**config.mk**
```make
export PLATFORM = sky130hd
export DESIGN_NAME = pid_multi_control
export DESIGN_NICKNAME = d
export VERILOG_FILES = /design/src/rtl/pid_multi_pkg.sv /design/src/rtl/pid_core.sv /design/src/rtl/pid_multi_control.sv
export SDC_FILE = /design/constraint.sdc
export NUM_CORES = 2
export LEC_CHECK = 0
export CORE_MARGIN = 1.5
export CORE_UTILIZATION = 45
export DETAILED_ROUTE_END_ITERATION = 8
export PLACE_DENSITY = 0.68
export SETUP_SLACK_MARGIN = 0.3
export SLEW_MARGIN = 20
export SYNTH_ARGS = -nofsm -noshare
export SYNTH_HDL_FRONTEND = slang
export SYNTH_SLANG_ARGS = --single-unit
```
**constraint.sdc**
```tcl
create_clock -name clk -period 27.2 [get_ports clk]
set_input_delay 8.16 -clock clk [delete_from_list [all_inputs] [get_ports clk]]
set_output_delay 8.16 -clock clk [all_outputs]
set_load 0.01 [all_outputs]
```
**src/rtl/pid_multi_pkg.sv**
```systemverilog
// Shared types and constants for the multi-channel PID sweep controller:
// FSM state encoding, CSR word addresses, Q8.8 gain type and the PWM clamp.
package pid_multi_pkg;

  typedef logic [2:0] state_t;
  localparam state_t ST_IDLE      = 3'd0;
  localparam state_t ST_RD_REQ    = 3'd1;
  localparam state_t ST_RD_WAIT   = 3'd2;
  localparam state_t ST_CALC      = 3'd3;
  localparam state_t ST_CALC_WAIT = 3'd4;
  localparam state_t ST_WR_REQ    = 3'd5;
  localparam state_t ST_NEXT      = 3'd6;

  localparam logic [4:0] CSR_CTRL     = 5'd0;
  localparam logic [4:0] CSR_STATUS   = 5'd1;
  localparam logic [4:0] CSR_KP       = 5'd2;
  localparam logic [4:0] CSR_KI       = 5'd3;
  localparam logic [4:0] CSR_KD       = 5'd4;
  localparam logic [4:0] CSR_SETPOINT = 5'd16;

  typedef logic signed [15:0] gain_q88_t;

  // Signed clamp into [0, max_val]; result is a zero-extended PWM word.
  function automatic logic [31:0] clamp_pwm(input logic signed [31:0] v,
                                            input logic [31:0] max_val);
    logic [31:0] r;
    if (v < 0)
      r = '0;
    else if (v > $signed(max_val))
      r = max_val;
    else
      r = v;
    return r;
  endfunction

endpackage

```
**src/rtl/pid_core.sv**
```systemverilog
// Per-channel PID datapath: stage 1 forms error/integrator/derivative and
// updates the channel's state, stage 2 forms the Q8.8 weighted sum; 2-cycle latency.
module pid_core
  import pid_multi_pkg::*;
#(
  parameter int CH_W   = 2,
  parameter int TEMP_W = 8,
  parameter int OUT_W  = 16
) (
  input  logic              clk,
  input  logic              reset,
  input  logic              en,
  input  logic [CH_W-1:0]   ch,
  input  logic [TEMP_W-1:0] setpoint,
  input  logic [TEMP_W-1:0] sample,
  input  logic [15:0]       kp,
  input  logic [15:0]       ki,
  input  logic [15:0]       kd,
  output logic [OUT_W-1:0]  control
);
  localparam int CH_N = 1 << CH_W;
  localparam int E_W  = TEMP_W + 2;
  localparam logic signed [63:0] OUT_MAX = (64'sd1 <<< (OUT_W - 1)) - 64'sd1;
  localparam logic signed [63:0] OUT_MIN = -(64'sd1 <<< (OUT_W - 1));

  logic signed [OUT_W-1:0] integ_q [CH_N];
  logic signed [OUT_W-1:0] integ_d [CH_N];
  logic signed [E_W-1:0]   prev_q  [CH_N];
  logic signed [E_W-1:0]   prev_d  [CH_N];
  logic                    s1_vld_q, s1_vld_d;
  logic signed [E_W-1:0]   err_q, err_d, deriv_q, deriv_d;
  logic signed [OUT_W-1:0] integ_s1_q, integ_s1_d;
  gain_q88_t               kp_q, kp_d, ki_q, ki_d, kd_q, kd_d;
  logic signed [OUT_W-1:0] control_q, control_d;
  logic signed [TEMP_W-1:0] sp_s, smp_s;
  logic signed [E_W-1:0]   err;
  logic signed [63:0]      integ_sum, acc;

  function automatic logic signed [OUT_W-1:0] sat_out(input logic signed [63:0] v);
    logic signed [63:0] r;
    r = v;
    if (v > OUT_MAX)
      r = OUT_MAX;
    else if (v < OUT_MIN)
      r = OUT_MIN;
    return r[OUT_W-1:0];
  endfunction

  always_comb begin
    sp_s       = setpoint;
    smp_s      = sample;
    err        = E_W'(sp_s) - E_W'(smp_s);
    integ_sum  = 64'(integ_q[ch]) + 64'(err);
    integ_d    = integ_q;
    prev_d     = prev_q;
    s1_vld_d   = en;
    err_d      = err_q;
    deriv_d    = deriv_q;
    integ_s1_d = integ_s1_q;
    kp_d       = kp_q;
    ki_d       = ki_q;
    kd_d       = kd_q;
    // Gains are sampled with the operands so a CSR write mid-sweep lands cleanly.
    if (en) begin
      err_d       = err;
      deriv_d     = err - prev_q[ch];
      integ_s1_d  = sat_out(integ_sum);
      integ_d[ch] = sat_out(integ_sum);
      prev_d[ch]  = err;
      kp_d        = kp;
      ki_d        = ki;
      kd_d        = kd;
    end
    acc = 64'(kp_q) * 64'(err_q) + 64'(ki_q) * 64'(integ_s1_q) + 64'(kd_q) * 64'(deriv_q);
    control_d = s1_vld_q ? sat_out(acc >>> 8) : control_q;
  end

  always_ff @(posedge clk or posedge reset) begin
    if (reset) begin
      for (int i = 0; i < CH_N; i++) begin
        integ_q[i] <= '0;
        prev_q[i]  <= '0;
      end
      s1_vld_q   <= 1'b0;
      err_q      <= '0;
      deriv_q    <= '0;
      integ_s1_q <= '0;
      kp_q       <= '0;
      ki_q       <= '0;
      kd_q       <= '0;
      control_q  <= '0;
    end else begin
      integ_q    <= integ_d;
      prev_q     <= prev_d;
      s1_vld_q   <= s1_vld_d;
      err_q      <= err_d;
      deriv_q    <= deriv_d;
      integ_s1_q <= integ_s1_d;
      kp_q       <= kp_d;
      ki_q       <= ki_d;
      kd_q       <= kd_d;
      control_q  <= control_d;
    end
  end

  assign control = control_q;

endmodule

```
**src/rtl/pid_multi_control.sv**
```systemverilog
// Sweeps CHANNELS sensors over Avalon-MM, runs one PID step per channel and writes
// the clamped result to the matching PWM slave. PID_MULTI_TIMEOUT_EN adds a read timeout.
module pid_multi_control
  import pid_multi_pkg::*;
#(
  parameter int          CHANNELS    = 4,
  parameter int          TEMP_W      = 8,
  parameter int          OUT_W       = 16,
  parameter int          PWM_MAX     = 4095,
  parameter logic [15:0] SENSOR_BASE = 16'h0000,
  parameter logic [15:0] PWM_BASE    = 16'h0000,
  parameter int          TIMEOUT     = 1024
) (
  input  logic        clk,
  input  logic        reset,
  output logic [15:0] temp_address,
  output logic        temp_read,
  input  logic [31:0] temp_readdata,
  input  logic        temp_readdatavalid,
  input  logic        temp_waitrequest,
  output logic [15:0] pwm_address,
  output logic        pwm_write,
  output logic [31:0] pwm_writedata,
  input  logic        pwm_waitrequest,
  input  logic [4:0]  csr_address,
  input  logic        csr_write,
  input  logic        csr_read,
  input  logic [31:0] csr_writedata,
  output logic [31:0] csr_readdata
);
  localparam int CH_W = (CHANNELS > 1) ? $clog2(CHANNELS) : 1;
  localparam int CH_N = 1 << CH_W;
  localparam logic [CH_W-1:0] CH_LAST = CH_W'(CHANNELS - 1);

  state_t            state_q, state_d;
  logic [CH_W-1:0]   ch_q, ch_d;
  logic              cw_q, cw_d;
  logic              run_q, run_d;
  logic              sts_to_q, sts_to_d;
  logic [3:0]        sts_ch_q, sts_ch_d;
  logic [15:0]       kp_q, kp_d, ki_q, ki_d, kd_q, kd_d;
  logic [TEMP_W-1:0] sp_q [CH_N];
  logic [TEMP_W-1:0] sp_d [CH_N];
  logic [TEMP_W-1:0] sample_q, sample_d;
  logic [31:0]       csr_readdata_q, csr_readdata_d;
  logic [4:0]        sp_off;
  logic [CH_W-1:0]   sp_idx;
  logic              sp_hit;
  logic              pid_en;
  logic [OUT_W-1:0]  control;
  logic              unused_bits;
`ifdef PID_MULTI_TIMEOUT_EN
  logic [31:0]       wait_cnt_q, wait_cnt_d;
`endif

  assign sp_off = csr_address - CSR_SETPOINT;
  assign sp_idx = sp_off[CH_W-1:0];
  assign sp_hit = (csr_address >= CSR_SETPOINT) && ({27'd0, sp_off} < 32'(CHANNELS));
  assign unused_bits = ^{temp_readdata[31:TEMP_W], csr_writedata[31:16]};

  always_comb begin
    state_d        = state_q;
    ch_d           = ch_q;
    cw_d           = cw_q;
    run_d          = run_q;
    sts_to_d       = sts_to_q;
    sts_ch_d       = sts_ch_q;
    kp_d           = kp_q;
    ki_d           = ki_q;
    kd_d           = kd_q;
    sp_d           = sp_q;
    sample_d       = sample_q;
    csr_readdata_d = '0;
`ifdef PID_MULTI_TIMEOUT_EN
    wait_cnt_d     = wait_cnt_q;
`endif

    if (csr_write) begin
      case (csr_address)
        CSR_CTRL: begin
          run_d = csr_writedata[0];
          if (csr_writedata[1]) begin
            sts_to_d = 1'b0;
            sts_ch_d = '0;
          end
        end
        CSR_KP:  kp_d = csr_writedata[15:0];
        CSR_KI:  ki_d = csr_writedata[15:0];
        CSR_KD:  kd_d = csr_writedata[15:0];
        default: if (sp_hit) sp_d[sp_idx] = csr_writedata[TEMP_W-1:0];
      endcase
    end

    if (csr_read) begin
      case (csr_address)
        CSR_CTRL:   csr_readdata_d = {31'd0, run_q};
        CSR_STATUS: csr_readdata_d = {24'd0, sts_ch_q, 3'd0, sts_to_q};
        CSR_KP:     csr_readdata_d = {16'd0, kp_q};
        CSR_KI:     csr_readdata_d = {16'd0, ki_q};
        CSR_KD:     csr_readdata_d = {16'd0, kd_q};
        default:    if (sp_hit) csr_readdata_d = 32'($signed(sp_q[sp_idx]));
      endcase
    end

    case (state_q)
      ST_IDLE: begin
        ch_d = '0;
        if (run_q) state_d = ST_RD_REQ;
      end
      ST_RD_REQ: begin
`ifdef PID_MULTI_TIMEOUT_EN
        wait_cnt_d = '0;
`endif
        if (!temp_waitrequest) state_d = ST_RD_WAIT;
      end
      ST_RD_WAIT: begin
        if (temp_readdatavalid) begin
          sample_d = temp_readdata[TEMP_W-1:0];
          state_d  = ST_CALC;
        end
`ifdef PID_MULTI_TIMEOUT_EN
        // A timed-out channel is skipped entirely so its PID history is untouched.
        else if (wait_cnt_q == 32'(TIMEOUT - 1)) begin
          sts_to_d = 1'b1;
          sts_ch_d = 4'(ch_q);
          state_d  = ST_NEXT;
        end else begin
          wait_cnt_d = wait_cnt_q + 32'd1;
        end
`endif
      end
      ST_CALC: begin
        cw_d    = 1'b0;
        state_d = ST_CALC_WAIT;
      end
      ST_CALC_WAIT: begin
        cw_d = 1'b1;
        if (cw_q) state_d = ST_WR_REQ;
      end
      ST_WR_REQ: begin
        if (!pwm_waitrequest) state_d = ST_NEXT;
      end
      ST_NEXT: begin
        ch_d = (ch_q == CH_LAST) ? '0 : ch_q + 1'b1;
        if (run_q) begin
          state_d = ST_RD_REQ;
        end else begin
          ch_d    = '0;
          state_d = ST_IDLE;
        end
      end
      default: state_d = ST_IDLE;
    endcase
  end

  always_ff @(posedge clk or posedge reset) begin
    if (reset) begin
      state_q        <= ST_IDLE;
      ch_q           <= '0;
      cw_q           <= 1'b0;
      run_q          <= 1'b0;
      sts_to_q       <= 1'b0;
      sts_ch_q       <= '0;
      kp_q           <= '0;
      ki_q           <= '0;
      kd_q           <= '0;
      for (int i = 0; i < CH_N; i++) sp_q[i] <= '0;
      sample_q       <= '0;
      csr_readdata_q <= '0;
`ifdef PID_MULTI_TIMEOUT_EN
      wait_cnt_q     <= '0;
`endif
    end else begin
      state_q        <= state_d;
      ch_q           <= ch_d;
      cw_q           <= cw_d;
      run_q          <= run_d;
      sts_to_q       <= sts_to_d;
      sts_ch_q       <= sts_ch_d;
      kp_q           <= kp_d;
      ki_q           <= ki_d;
      kd_q           <= kd_d;
      sp_q           <= sp_d;
      sample_q       <= sample_d;
      csr_readdata_q <= csr_readdata_d;
`ifdef PID_MULTI_TIMEOUT_EN
      wait_cnt_q     <= wait_cnt_d;
`endif
    end
  end

  assign pid_en = (state_q == ST_CALC);

  pid_core #(
    .CH_W  (CH_W),
    .TEMP_W(TEMP_W),
    .OUT_W (OUT_W)
  ) u_pid_core (
    .clk     (clk),
    .reset   (reset),
    .en      (pid_en),
    .ch      (ch_q),
    .setpoint(sp_q[ch_q]),
    .sample  (sample_q),
    .kp      (kp_q),
    .ki      (ki_q),
    .kd      (kd_q),
    .control (control)
  );

  // Strobes decode straight from the state flop so an async reset drops them at once.
  assign temp_read     = (state_q == ST_RD_REQ);
  assign temp_address  = temp_read ? SENSOR_BASE + 16'(ch_q) : 16'd0;
  assign pwm_write     = (state_q == ST_WR_REQ);
  assign pwm_address   = pwm_write ? PWM_BASE + 16'(ch_q) : 16'd0;
  assign pwm_writedata = pwm_write ? clamp_pwm(32'($signed(control)), 32'(PWM_MAX)) : 32'd0;
  assign csr_readdata  = csr_readdata_q;

endmodule
```
==> results.md <==
• **number of H-tree levels** 2
• **number of flops mapped to enable cells by yosys** 0
• **final wirelength** 93.0 mm
• **remaining antenna violation count** 0
• **CTS tree** done
• **area taken by flip-flops and latches** 7810 µm²
• **maximum number of pins on one net before global-route repair** 98
• **Buffers on Ports** 85
• **worst max-slew margin expressed relative to the limit** 0.276
• **total standard cell area after synthesis** 38400 µm²
• **setup total negative slack** 0 ns
• **Placeable Area** 84100 µm²
• **setup bufs post-CTS** 0
• **vias in the first global route** 27.5k
• **Post-Syn Instances** 4061
• **flop and latch count out of synthesis** 312
• **Critical Path Fanout Max** 17
• **number of clock sinks** 312
• **effective utilization at floorplan** 0.457
• **Most Crowded Layer GR** met2
• **met3 GRT Util** 0.0280
• **x dimension of the die** 295 µm
• **proportion of synthesized chip area in sequential cells** 0.203
• **DRC marker count from the first detailed-route iteration** 1693
• **setup skew after layout** 0.0536 ns
• **Pins Over Slew Limit** 0
• **number of cells after detailed placement** 5118
• **share of synthesized flip-flops with an asynchronous set or reset** 1.00
• **clock-pin slew on the worst setup and hold paths** 0.06 ns
• **Post-Layout Cell Count** 5184
• **final net count** 4959
• **die outline height** 295 µm
• **cell type of the slowest stage on the worst timing path** sky130_fd_sc_hd__dfrtp_1
• **die area** 87100 µm²
• **RSZ-0062 raised after global routing** false
• **count of endpoints failing setup in the final report** 0
• **ports placed on the boundary** 174
• **maximum buffer depth of the clock tree** 3
• **Startpoint Class** flip-flop
• **pin slew with the least headroom to its limit** 1.08 ns
• **later-pin clock latency in the skew report** 0.60 ns
• **most used flip-flop cell after synthesis** sky130_fd_sc_hd__dfrtp_1
• **maximum frequency from static timing analysis** 0.0752 GHz
• **path class of the lowest-slack min-delay path** reg -> reg
• **setup ws final** 13.91 ns
• **global router's overall resource usage** 0.222
• **number of cells upsized or downsized after cts** 0
• **Global Route met2 Usage** 0.365
• **total of max-cap violations** 0
• **number of buffers created by CTS** 37
• **grt met1 use** 0.301
• **result of the run** finished clean
• **stage delay of the slowest cell on the critical path** 0.74 ns
• **cell type with the highest occurrence count on the critical path** sky130_fd_sc_hd__fa_1
• **worst-case setup slack after placement** 13.69 ns
• **post-route clock period utilization** 0.489
• **number of cell rows** 106
• **WP data required** 27.65 ns
• **distinct cell type count after synthesis** 70
• **wire length of the first global-routing pass** 151 mm
• **total via count after detailed routing** 26.9k
• **class of the most critical setup path** reg -> reg
• **fraction of layout cells with a size suffix above 1** 0.0640
• **final-layout fill cell count** 7838
• **drt via density** 5.19
• **multi-input logic area** 26700 µm²
• **GRT Residual Overflow** 0
• **WL per Instance** 17.9 µm
• **Final Hold Violating Endpoints** 0
• **clock root cell** sky130_fd_sc_hd__clkbuf_16
• **data arrival at the endpoint of the critical path** 13.75 ns
• **initial antenna violation count** 3
• **Initial DRT Pass Iterations** 5
• **HPWL reported at the end of detailed placement** 72.9 mm
• **Avg Synthesized Cell Area** 9.45 µm²
• **Setup crit end kind** flip-flop
• **RePlAce Congestion** 0.873
• **# DRC** 0
• **synth warn** 0
• **count of hold buffers inserted by post-cts repair** 0
• **Area Growth Syn to Fin** 7.35%
• **Final min period** 13.29 ns
[sequential cells by signal, summed over array words and instances (netlist names)]
register	cells
u_pid_core.kp_q	16
u_pid_core.err_q	9
u_pid_core.s1_vld_q	1
u_pid_core.control	16
u_pid_core.kd_q	16
u_pid_core.integ_q	64
kd_q	16
ki_q	16
u_pid_core.prev_q	36
ch_q	2
u_pid_core.integ_s1_q	16
cw_q	1
u_pid_core.ki_q	16
kp_q	16
run_q	1
state_q	3
u_pid_core.deriv_q	10
sample_q	8
csr_readdata	17
sp_q	32
[path summary, 6_finish.rpt]
check                                       start                      to  slack (ns)  cells after the start
hold reg to reg            u_pid_core.integ_q[54]  u_pid_core.integ_q[54]        0.48                      2
setup / recovery               u_pid_core.ki_q[6]  u_pid_core.control[11]       13.91                     41
min in group asynchronous                   reset   u_pid_core.control[8]        8.12                      2
hold / removal             u_pid_core.integ_q[54]  u_pid_core.integ_q[54]        0.48                      2
max in group asynchronous                   reset      u_pid_core.kp_q[7]       16.91                      4
setup reg to reg               u_pid_core.ki_q[6]  u_pid_core.control[11]       13.91                     41
[area by class of cell]
cell class / instances / share of cell area
sequential: 312 / 0.190
inverter: 775 / 0.0708
antenna: 5 / 0.000304
clock buffer: 46 / 0.0245
timing repair buffer: 117 / 0.0266
multi-input combinational: 2780 / 0.649
clock inverter: 15 / 0.00504
tap: 1134 / 0.0344
[placed cells by master (no fill, tap or decap), types with 9 or more instances in the layout]
cell type,synthesis,final
sky130_fd_sc_hd__buf_4,63,31
sky130_fd_sc_hd__xnor2_1,69,69
sky130_fd_sc_hd__o21a_1,23,23
sky130_fd_sc_hd__fa_1,607,607
sky130_fd_sc_hd__inv_1,774,773
sky130_fd_sc_hd__nor3_1,39,38
sky130_fd_sc_hd__conb_1,1,48
sky130_fd_sc_hd__a21oi_1,101,101
sky130_fd_sc_hd__dfrtp_1,312,310
sky130_fd_sc_hd__and2_1,232,232
sky130_fd_sc_hd__clkdlybuf4s50_1,0,85
sky130_fd_sc_hd__mux4_2,41,41
sky130_fd_sc_hd__and3_1,18,18
sky130_fd_sc_hd__nand3_1,25,25
sky130_fd_sc_hd__nor2b_1,14,14
sky130_fd_sc_hd__nand2_1,628,628
sky130_fd_sc_hd__nand4_1,9,9
sky130_fd_sc_hd__nand2b_1,51,51
sky130_fd_sc_hd__a21o_1,39,39
sky130_fd_sc_hd__xor2_1,36,35
sky130_fd_sc_hd__nor2_1,99,99
sky130_fd_sc_hd__a211oi_1,16,16
sky130_fd_sc_hd__o21bai_1,16,16
sky130_fd_sc_hd__mux2_2,104,104
sky130_fd_sc_hd__clkbuf_16,0,37
sky130_fd_sc_hd__o21ai_1,12,12
sky130_fd_sc_hd__o21ai_0,195,195
sky130_fd_sc_hd__ha_1,253,253
[synthesized netlist by cell type (4+ instances only)]
| library cell | instances | area, µm² |
|---|---|---|
| sky130_fd_sc_hd__inv_1 | 774 | 2910 |
| sky130_fd_sc_hd__nand2_1 | 628 | 2360 |
| sky130_fd_sc_hd__fa_1 | 607 | 12200 |
| sky130_fd_sc_hd__dfrtp_1 | 312 | 7810 |
| sky130_fd_sc_hd__ha_1 | 253 | 3170 |
| sky130_fd_sc_hd__and2_1 | 232 | 1450 |
| sky130_fd_sc_hd__o21ai_0 | 195 | 976 |
| sky130_fd_sc_hd__clkbuf_1 | 164 | 616 |
| sky130_fd_sc_hd__mux2_2 | 104 | 1170 |
| sky130_fd_sc_hd__a21oi_1 | 101 | 505 |
| sky130_fd_sc_hd__nor2_1 | 99 | 372 |
| sky130_fd_sc_hd__xnor2_1 | 69 | 604 |
| sky130_fd_sc_hd__buf_4 | 63 | 473 |
| sky130_fd_sc_hd__nand2b_1 | 51 | 319 |
| sky130_fd_sc_hd__mux4_2 | 41 | 923 |
| sky130_fd_sc_hd__a21o_1 | 39 | 293 |
| sky130_fd_sc_hd__nor3_1 | 39 | 195 |
| sky130_fd_sc_hd__xor2_1 | 36 | 315 |
| sky130_fd_sc_hd__nand3_1 | 25 | 125 |
| sky130_fd_sc_hd__o21a_1 | 23 | 173 |
| sky130_fd_sc_hd__and3_1 | 18 | 113 |
| sky130_fd_sc_hd__a211oi_1 | 16 | 120 |
| sky130_fd_sc_hd__o21bai_1 | 16 | 120 |
| sky130_fd_sc_hd__nor2b_1 | 14 | 87.6 |
| sky130_fd_sc_hd__buf_1 | 12 | 45.0 |
| sky130_fd_sc_hd__o21ai_1 | 12 | 60.1 |
| sky130_fd_sc_hd__nand4_1 | 9 | 56.3 |
| sky130_fd_sc_hd__o31ai_1 | 8 | 60.1 |
| sky130_fd_sc_hd__a21boi_0 | 7 | 52.6 |
| sky130_fd_sc_hd__or2_2 | 7 | 43.8 |
| sky130_fd_sc_hd__or3_1 | 7 | 43.8 |
| sky130_fd_sc_hd__a31oi_1 | 6 | 37.5 |
| sky130_fd_sc_hd__o211ai_1 | 6 | 45.0 |
| sky130_fd_sc_hd__mux2i_1 | 4 | 40.0 |
| sky130_fd_sc_hd__o41ai_1 | 4 | 35.0 |
[worst max-delay path: cells and delay by family (launching register included)]
| family | cells | cell delay (ns) |
|---|---|---|
| AND/OR/NAND/NOR | 5 | 1.27 |
| buffers and inverters | 7 | 0.38 |
| adder cells (fa/ha/maj) | 13 | 5.95 |
| AO/OA/AOI/OAI | 15 | 4.56 |
| flip-flops | 1 | 0.74 |
| XOR/XNOR | 1 | 0.26 |
[through the flow]
| stage | hold WS, ns | cell area [µm²] | util |
|---|---|---|---|
| 6_report | 0.476 | 41200 | 0.490 |
| 5_1_grt | 0.497 | 41200 | 0.490 |
| 4_1_cts | 0.480 | 41200 | 0.490 |
| 3_5_place_dp | 0.466 | 40000 | 0.475 |
| 3_3_place_gp | 0.457 | 40000 | 0.475 |
| 2_1_floorplan | 0.445 | 38600 | - |
[logic make-up (layout without fill, tap and decap cells)]
family	after synthesis	after routing	synth area share
flops	312	312	0.203
simple gates	1144	1144	0.138
mux	149	149	0.0556
fa+ha+maj	861	861	0.399
buf+inv	1016	953	0.106
other cells	1	53	0.0000977
xor+xnor	105	105	0.0240
compound gates	473	473	0.0742
[routing by layer]
| metal | up-vias | wire, µm | share of wire |
|---|---|---|---|
| met5 | - | 0 | 0 |
| met3 | 139 | 4400 | 0.047 |
| met4 | 0 | 3570 | 0.038 |
| met2 | 617 | 44700 | 0.48 |
| met1 | 13800 | 40400 | 0.43 |
| li1 | 12400 | - | - |
Power is not shown: default switching activity piles up to over one toggle a cycle in this logic, so the estimate is an artifact.
